===== src/rtl/pe_array_sched.sv =====
// Batch scheduler for NUM_PE pe tiles: buffers one load burst at a time and replays it gap-free to a PE,
// captures every PE's output burst, then drains all results in PE order over a valid/ready port.
module pe_array_sched #(
  parameter int NUM_PE   = 4,
  parameter int DW       = 32,
  parameter int LOAD_NUM = 16,
  parameter int OUT_NUM  = 4,
  parameter int IDX_W    = 2
) (
  input  logic                 clk,
  input  logic                 rst,
  input  logic                 start,
  input  logic                 s_valid,
  output logic                 s_ready,
  input  logic [DW-1:0]        s_data,
  output logic [NUM_PE-1:0]    pe_din_v,
  output logic [DW-1:0]        pe_din,
  input  logic [NUM_PE-1:0]    pe_dout_v,
  input  logic [NUM_PE*DW-1:0] pe_dout,
  output logic                 m_valid,
  input  logic                 m_ready,
  output logic [DW-1:0]        m_data,
  output logic [IDX_W-1:0]     m_pe_idx,
  output logic                 busy,
  output logic                 batch_done,
  output logic                 err
);

  localparam int TOT = NUM_PE * OUT_NUM;
  localparam int LW  = (LOAD_NUM > 1) ? $clog2(LOAD_NUM) : 1;
  localparam int OW  = (OUT_NUM > 1) ? $clog2(OUT_NUM) : 1;
  localparam int DRW = (TOT > 1) ? $clog2(TOT) : 1;

  localparam logic [2:0] S_IDLE  = 3'd0;
  localparam logic [2:0] S_FILL  = 3'd1;
  localparam logic [2:0] S_SEND  = 3'd2;
  localparam logic [2:0] S_WAIT  = 3'd3;
  localparam logic [2:0] S_DRAIN = 3'd4;

  logic [2:0]        r_state;
  logic [IDX_W-1:0]  r_pe_sel;
  logic [LW-1:0]     r_word_cnt;
  logic [OW-1:0]     r_out_cnt [NUM_PE];
  logic [NUM_PE-1:0] r_done;
  logic              r_err;
  logic [DRW-1:0]    r_drn_cnt;
  logic              r_m_valid;
  logic [DW-1:0]     r_m_data;
  logic [IDX_W-1:0]  r_m_pe_idx;
  logic              r_batch_done;
  logic [NUM_PE-1:0] r_pe_din_v;
  logic [DW-1:0]     r_pe_din;
  logic [DW-1:0]     r_fbuf [LOAD_NUM];
  logic [DW-1:0]     r_obuf [TOT];

  logic           w_s_fire;
  logic           w_cap_en;
  logic           w_last_word;
  logic           w_drn_last;
  logic [DRW-1:0] w_drn_nxt;
  logic           w_m_fire;

  assign w_s_fire    = s_valid && (r_state == S_FILL);
  assign w_cap_en    = (r_state == S_FILL) || (r_state == S_SEND) || (r_state == S_WAIT);
  assign w_last_word = (r_word_cnt == LW'(LOAD_NUM - 1));
  assign w_drn_last  = (r_drn_cnt == DRW'(TOT - 1));
  assign w_drn_nxt   = r_drn_cnt + DRW'(1);
  assign w_m_fire    = r_m_valid && m_ready;

  assign s_ready    = (r_state == S_FILL);
  assign busy       = (r_state != S_IDLE);
  assign pe_din_v   = r_pe_din_v;
  assign pe_din     = r_pe_din;
  assign m_valid    = r_m_valid;
  assign m_data     = r_m_data;
  assign m_pe_idx   = r_m_pe_idx;
  assign batch_done = r_batch_done;
  assign err        = r_err;

  always_ff @(posedge clk) begin
    if (rst) begin
      r_state      <= S_IDLE;
      r_pe_sel     <= '0;
      r_word_cnt   <= '0;
      r_done       <= '0;
      r_err        <= 1'b0;
      r_drn_cnt    <= '0;
      r_m_valid    <= 1'b0;
      r_m_data     <= '0;
      r_m_pe_idx   <= '0;
      r_batch_done <= 1'b0;
      r_pe_din_v   <= '0;
      r_pe_din     <= '0;
      for (int k = 0; k < NUM_PE; k++) r_out_cnt[k] <= '0;
    end else begin
      r_batch_done <= 1'b0;
      r_pe_din_v   <= '0;
      r_pe_din     <= '0;
      case (r_state)
        S_IDLE: begin
          if (start) begin
            r_state    <= S_FILL;
            r_pe_sel   <= '0;
            r_word_cnt <= '0;
            r_done     <= '0;
            for (int k = 0; k < NUM_PE; k++) r_out_cnt[k] <= '0;
          end
        end
        S_FILL: begin
          if (s_valid) begin
            r_word_cnt <= w_last_word ? '0 : r_word_cnt + LW'(1);
            if (w_last_word) r_state <= S_SEND;
          end
        end
        S_SEND: begin
          // Replay is one cycle behind the state, so the PE sees LOAD_NUM unbroken cycles.
          r_pe_din_v <= NUM_PE'(1) << r_pe_sel;
          r_pe_din   <= r_fbuf[r_word_cnt];
          r_word_cnt <= w_last_word ? '0 : r_word_cnt + LW'(1);
          if (w_last_word) begin
            if (r_pe_sel == IDX_W'(NUM_PE - 1)) begin
              r_state <= S_WAIT;
            end else begin
              r_pe_sel <= r_pe_sel + IDX_W'(1);
              r_state  <= S_FILL;
            end
          end
        end
        S_WAIT: begin
          if (&r_done) begin
            r_state    <= S_DRAIN;
            r_drn_cnt  <= '0;
            r_m_valid  <= 1'b1;
            r_m_data   <= r_obuf[0];
            r_m_pe_idx <= '0;
          end
        end
        S_DRAIN: begin
          if (w_m_fire) begin
            if (w_drn_last) begin
              r_state      <= S_IDLE;
              r_m_valid    <= 1'b0;
              r_m_data     <= '0;
              r_m_pe_idx   <= '0;
              r_batch_done <= 1'b1;
            end else begin
              r_drn_cnt  <= w_drn_nxt;
              r_m_data   <= r_obuf[w_drn_nxt];
              r_m_pe_idx <= IDX_W'(w_drn_nxt / DRW'(OUT_NUM));
            end
          end
        end
        default: r_state <= S_IDLE;
      endcase
      // Output words arriving outside the capture window or after a PE's burst completed are dropped.
      for (int k = 0; k < NUM_PE; k++) begin
        if (pe_dout_v[k]) begin
          if (!w_cap_en || r_done[k]) begin
            r_err <= 1'b1;
          end else if (r_out_cnt[k] == OW'(OUT_NUM - 1)) begin
            r_done[k] <= 1'b1;
          end else begin
            r_out_cnt[k] <= r_out_cnt[k] + OW'(1);
          end
        end
      end
    end
  end

  always_ff @(posedge clk) begin
    if (w_s_fire) r_fbuf[r_word_cnt] <= s_data;
    for (int k = 0; k < NUM_PE; k++) begin
      if (w_cap_en && pe_dout_v[k] && !r_done[k])
        r_obuf[DRW'(k * OUT_NUM) + DRW'(r_out_cnt[k])] <= pe_dout[k*DW +: DW];
    end
  end

endmodule


===== config.mk =====
export PLATFORM = sky130hd
export DESIGN_NAME = pe_array_sched
export DESIGN_NICKNAME = d
export VERILOG_FILES = /design/src/rtl/pe_array_sched.sv
export SDC_FILE = /design/constraint.sdc
export NUM_CORES = 1
export LEC_CHECK = 0
export CAP_MARGIN = 30
export CORE_AREA = 2 2 354 356
export CTS_CLUSTER_DIAMETER = 200
export CTS_CLUSTER_SIZE = 14
export DETAILED_ROUTE_END_ITERATION = 10
export DIE_AREA = 0 0 356 358
export PLACE_DENSITY = 0.56
export SLEW_MARGIN = 20
export SYNTH_ARGS = -nofsm -noshare
export SYNTH_HDL_FRONTEND = slang
export SYNTH_SLANG_ARGS = --single-unit

===== constraint.sdc =====
create_clock -name clk -period 5.4 [get_ports clk]
set_clock_uncertainty 0.2 [all_clocks]
set_input_delay 1.35 -clock clk [delete_from_list [all_inputs] [get_ports clk]]
set_output_delay 1.35 -clock clk [all_outputs]
set_load 0.01 [all_outputs]

==> metrics.cfg <==
[cells_and_area]
fill_cells=10827
seqCellArea_um2=32800
multi_input_area_um2=9740
mostFrequentLayoutCells=1030 x edfxtp_1, 288 x mux4_2, 242 x clkdlybuf4s50_1
final_util=0.408
instances_no_fill=3951
final_nets=2420
final_common_cell=edfxtp_1
drive_above_1_share=0.235
synthToLayoutAreaGrowth_pct=17.0

[timing]
rsz0062_at_grt=false
max_freq_mhz=223
fin_setup_tns_ns=0
finalHoldViolCount=0
slew_headroom=0.337
finalCritPeriodShare=0.831
tightest_slew_ns=0.993
setup_viol=0
maxSlewViolCount=0
fin_crit_ns=4.49

[clock_network]
postCtsHoldBufs=0
clkTransAtPathRegs_ns=0.07
root_buffer=clkbuf_16
cts_buffer_depth=3
cts_made_buffers=90
clock_sinks=1122
cts_tree=yes
post_cts.resized_instances=0
cts_max_level=3
postCtsSetupRepairBufs=0
clkLatencyLatePin_ns=0.68

[logic_synthesis]
yosysSeqAreaShare=0.762
synthCells=1959
synth_compound_area_frac=0.0205
ys_ff_latch=1122
synth-xor-area-share=0.00140
synthesis.area_um2=43000
synth_edf_count=1030
synthArstFlopShare=0
synth_top_family_by_area=multiplexers
synth_area_leaders=edfxtp_1 72%, mux4_2 15%, dfxtp_1 4.3%, mux2_2 1.7%, a32oi_1 0.65%
synth_top_area_share=0.720
yosys.area.top_type=edfxtp_1
synthAdderAreaFrac=0.00640
yosysWarningCount=0
synthMuxAreaShare=0.169
synthFlopType=edfxtp_1
yosys.area_share.simple=0.0260
syn-num-nets=2150
ys_types=61
avgSynthCellArea_um2=21.9

[place]
dpl.cell_count=3768
io_buffers=243
gp_congestion=0.759
place_hpwl_mm=65.7

[power]
p_leak_nw=14.9
p_per_area_nw_per_um2=329
finalPower_mw=16.5
vdd_drop_max_mv=0.256

[global_route]
track_usage=0.160
grt_antenna_before_repair=17
grt_pass1_vias=21095
grt_overflow_total=0
grt_max_degree=65
grt_pass1_wl_mm=149

[floorplan]
design.core.area_um2=123000
num_io_pins=244
dieArea_um2=127000
num_rows=129
die_w_um=356
dieHeight_um=358
start_util=0.349

[route]
initialDrtViolationCount=1772
via_count=20301
first_pass_iters=6
routedWlPerCell_um=26.1
vias_per_cell=5.14
drc_errors=0
drt_wl_total_mm=103
antenna_left=0

[hold_path]
whs_path_depth=2
hold_start=m_pe_idx[1]$_SDFFE_PP0P_
hp-class=register to register
min_to=m_pe_idx[1]$_SDFFE_PP0P_

[run_status]
outcome=finished clean

[setup_path]
path_class=register to output port
r2r-start=r_state[0]$_SDFFE_PP0P_
cp.required_ns=3.85
r2r_cells=5
critPathMaxFanout=16
end_kind=output port
worst_r2r_endpoint=r_fbuf[13][31]$_DFFE_PP_
r2r_setup_slack_ns=1.81
worstSetupStartpointType=register
crit_arrival_ns=2.94

[flow_run]
cap_violations=0

==> per-stage QoR <==
stage / hold WS, ns / setup slack, ns / area, um2
2_1_floorplan: 0.270 / 0.894 / 43000
3_3_place_gp: 0.253 / 1.41 / 47400
3_5_place_dp: 0.270 / 1.38 / 47500
4_1_cts: 0.281 / 0.911 / 50200
5_1_grt: 0.312 / 0.768 / 50300
6_report: 0.288 / 0.915 / 50300
==> cells by family after synthesis <==
family                   Yosys count
AO/OA/AOI/OAI                    113
XOR/XNOR                           6
adder cells (fa/ha/maj)           22
buffers and inverters            132
flip-flops                      1122
multiplexers                     356
AND/OR/NAND/NOR                  208
==> Yosys cell counts (4+ instances only) <==
library cell,n
a21oi_1,14
a311oi_1,31
a32oi_1,32
and2_1,16
and3_1,4
buf_1,13
buf_2,29
buf_4,5
buf_6,11
clkbuf_1,57
dfxtp_1,92
edfxtp_1,1030
ha_1,22
inv_1,17
mux2_2,63
mux2i_1,5
mux4_2,288
nand2_1,19
nand3_1,35
nand4_1,5
nor2_1,56
nor2b_1,32
nor3_1,8
nor3b_1,7
nor4_1,5
nor4b_1,4
o21ai_0,14
==> registers in the layout (all words and copies together), names as in the netlist, 2 cells and up <==
name        flops
r_pe_sel        2
r_word_cnt      4
m_pe_idx        2
r_out_cnt       8
r_state         3
pe_din         32
r_drn_cnt       4
r_done          4
r_obuf        512
m_data         32
pe_din_v        4
r_fbuf        512
==> layer usage <==
metal | vias to the layer above | global-route usage | wire length, um
li1 | 8777 | - | -
met1 | 10800 | 0.212 | 42100
met2 | 582 | 0.276 | 52500
met3 | 132 | 0.0297 | 6790
met4 | 10 | 0.0338 | 1820
met5 | - | 0 | 56
==> worst max-delay path, cell delays in order, from the launching register on <==
cell	delay, ns
dfxtp_1	0.68
nor3b_1	0.87
clkdlybuf4s50_1	0.70
==> how the worst max path moves through the flow <==
stage	startpoint	end	slack, ns	cells after the start
2_1_floorplan	s_valid	r_fbuf[0][0]$_DFFE_PP_	0.89	3
3_3_place_gp	s_valid	r_fbuf[11][15]$_DFFE_PP_	1.41	5
3_5_place_dp	s_valid	r_fbuf[13][18]$_DFFE_PP_	1.38	5
4_1_cts	r_state[0]$_SDFFE_PP0P_	s_ready	0.91	2
5_1_grt	r_state[0]$_SDFFE_PP0P_	s_ready	0.77	2
6_report	r_state[0]$_SDFFE_PP0P_	s_ready	0.91	2
==> report_power, final <==
group / switching, mW / internal [mW] / total, mW / leakage, nW
Combinational: 0.360 / 0.311 / 0.670 / 3.62
Clock: 3.03 / 3.21 / 6.24 / 1.26
Sequential: 0.0473 / 9.59 / 9.64 / 10.0
Total: 3.44 / 13.1 / 16.5 / 14.9
==> layout make-up <==
cell class | count | area share
inverters | 17 | 0.00127
multi-input cells | 705 | 0.194
well taps | 1637 | 0.0407
clock inverters | 8 | 0.00259
repair buffers | 293 | 0.0590
flip-flops and latches | 1122 | 0.652
clock buffers | 161 | 0.0505
diodes | 8 | 0.000398
(Power assumes the default switching activity.)
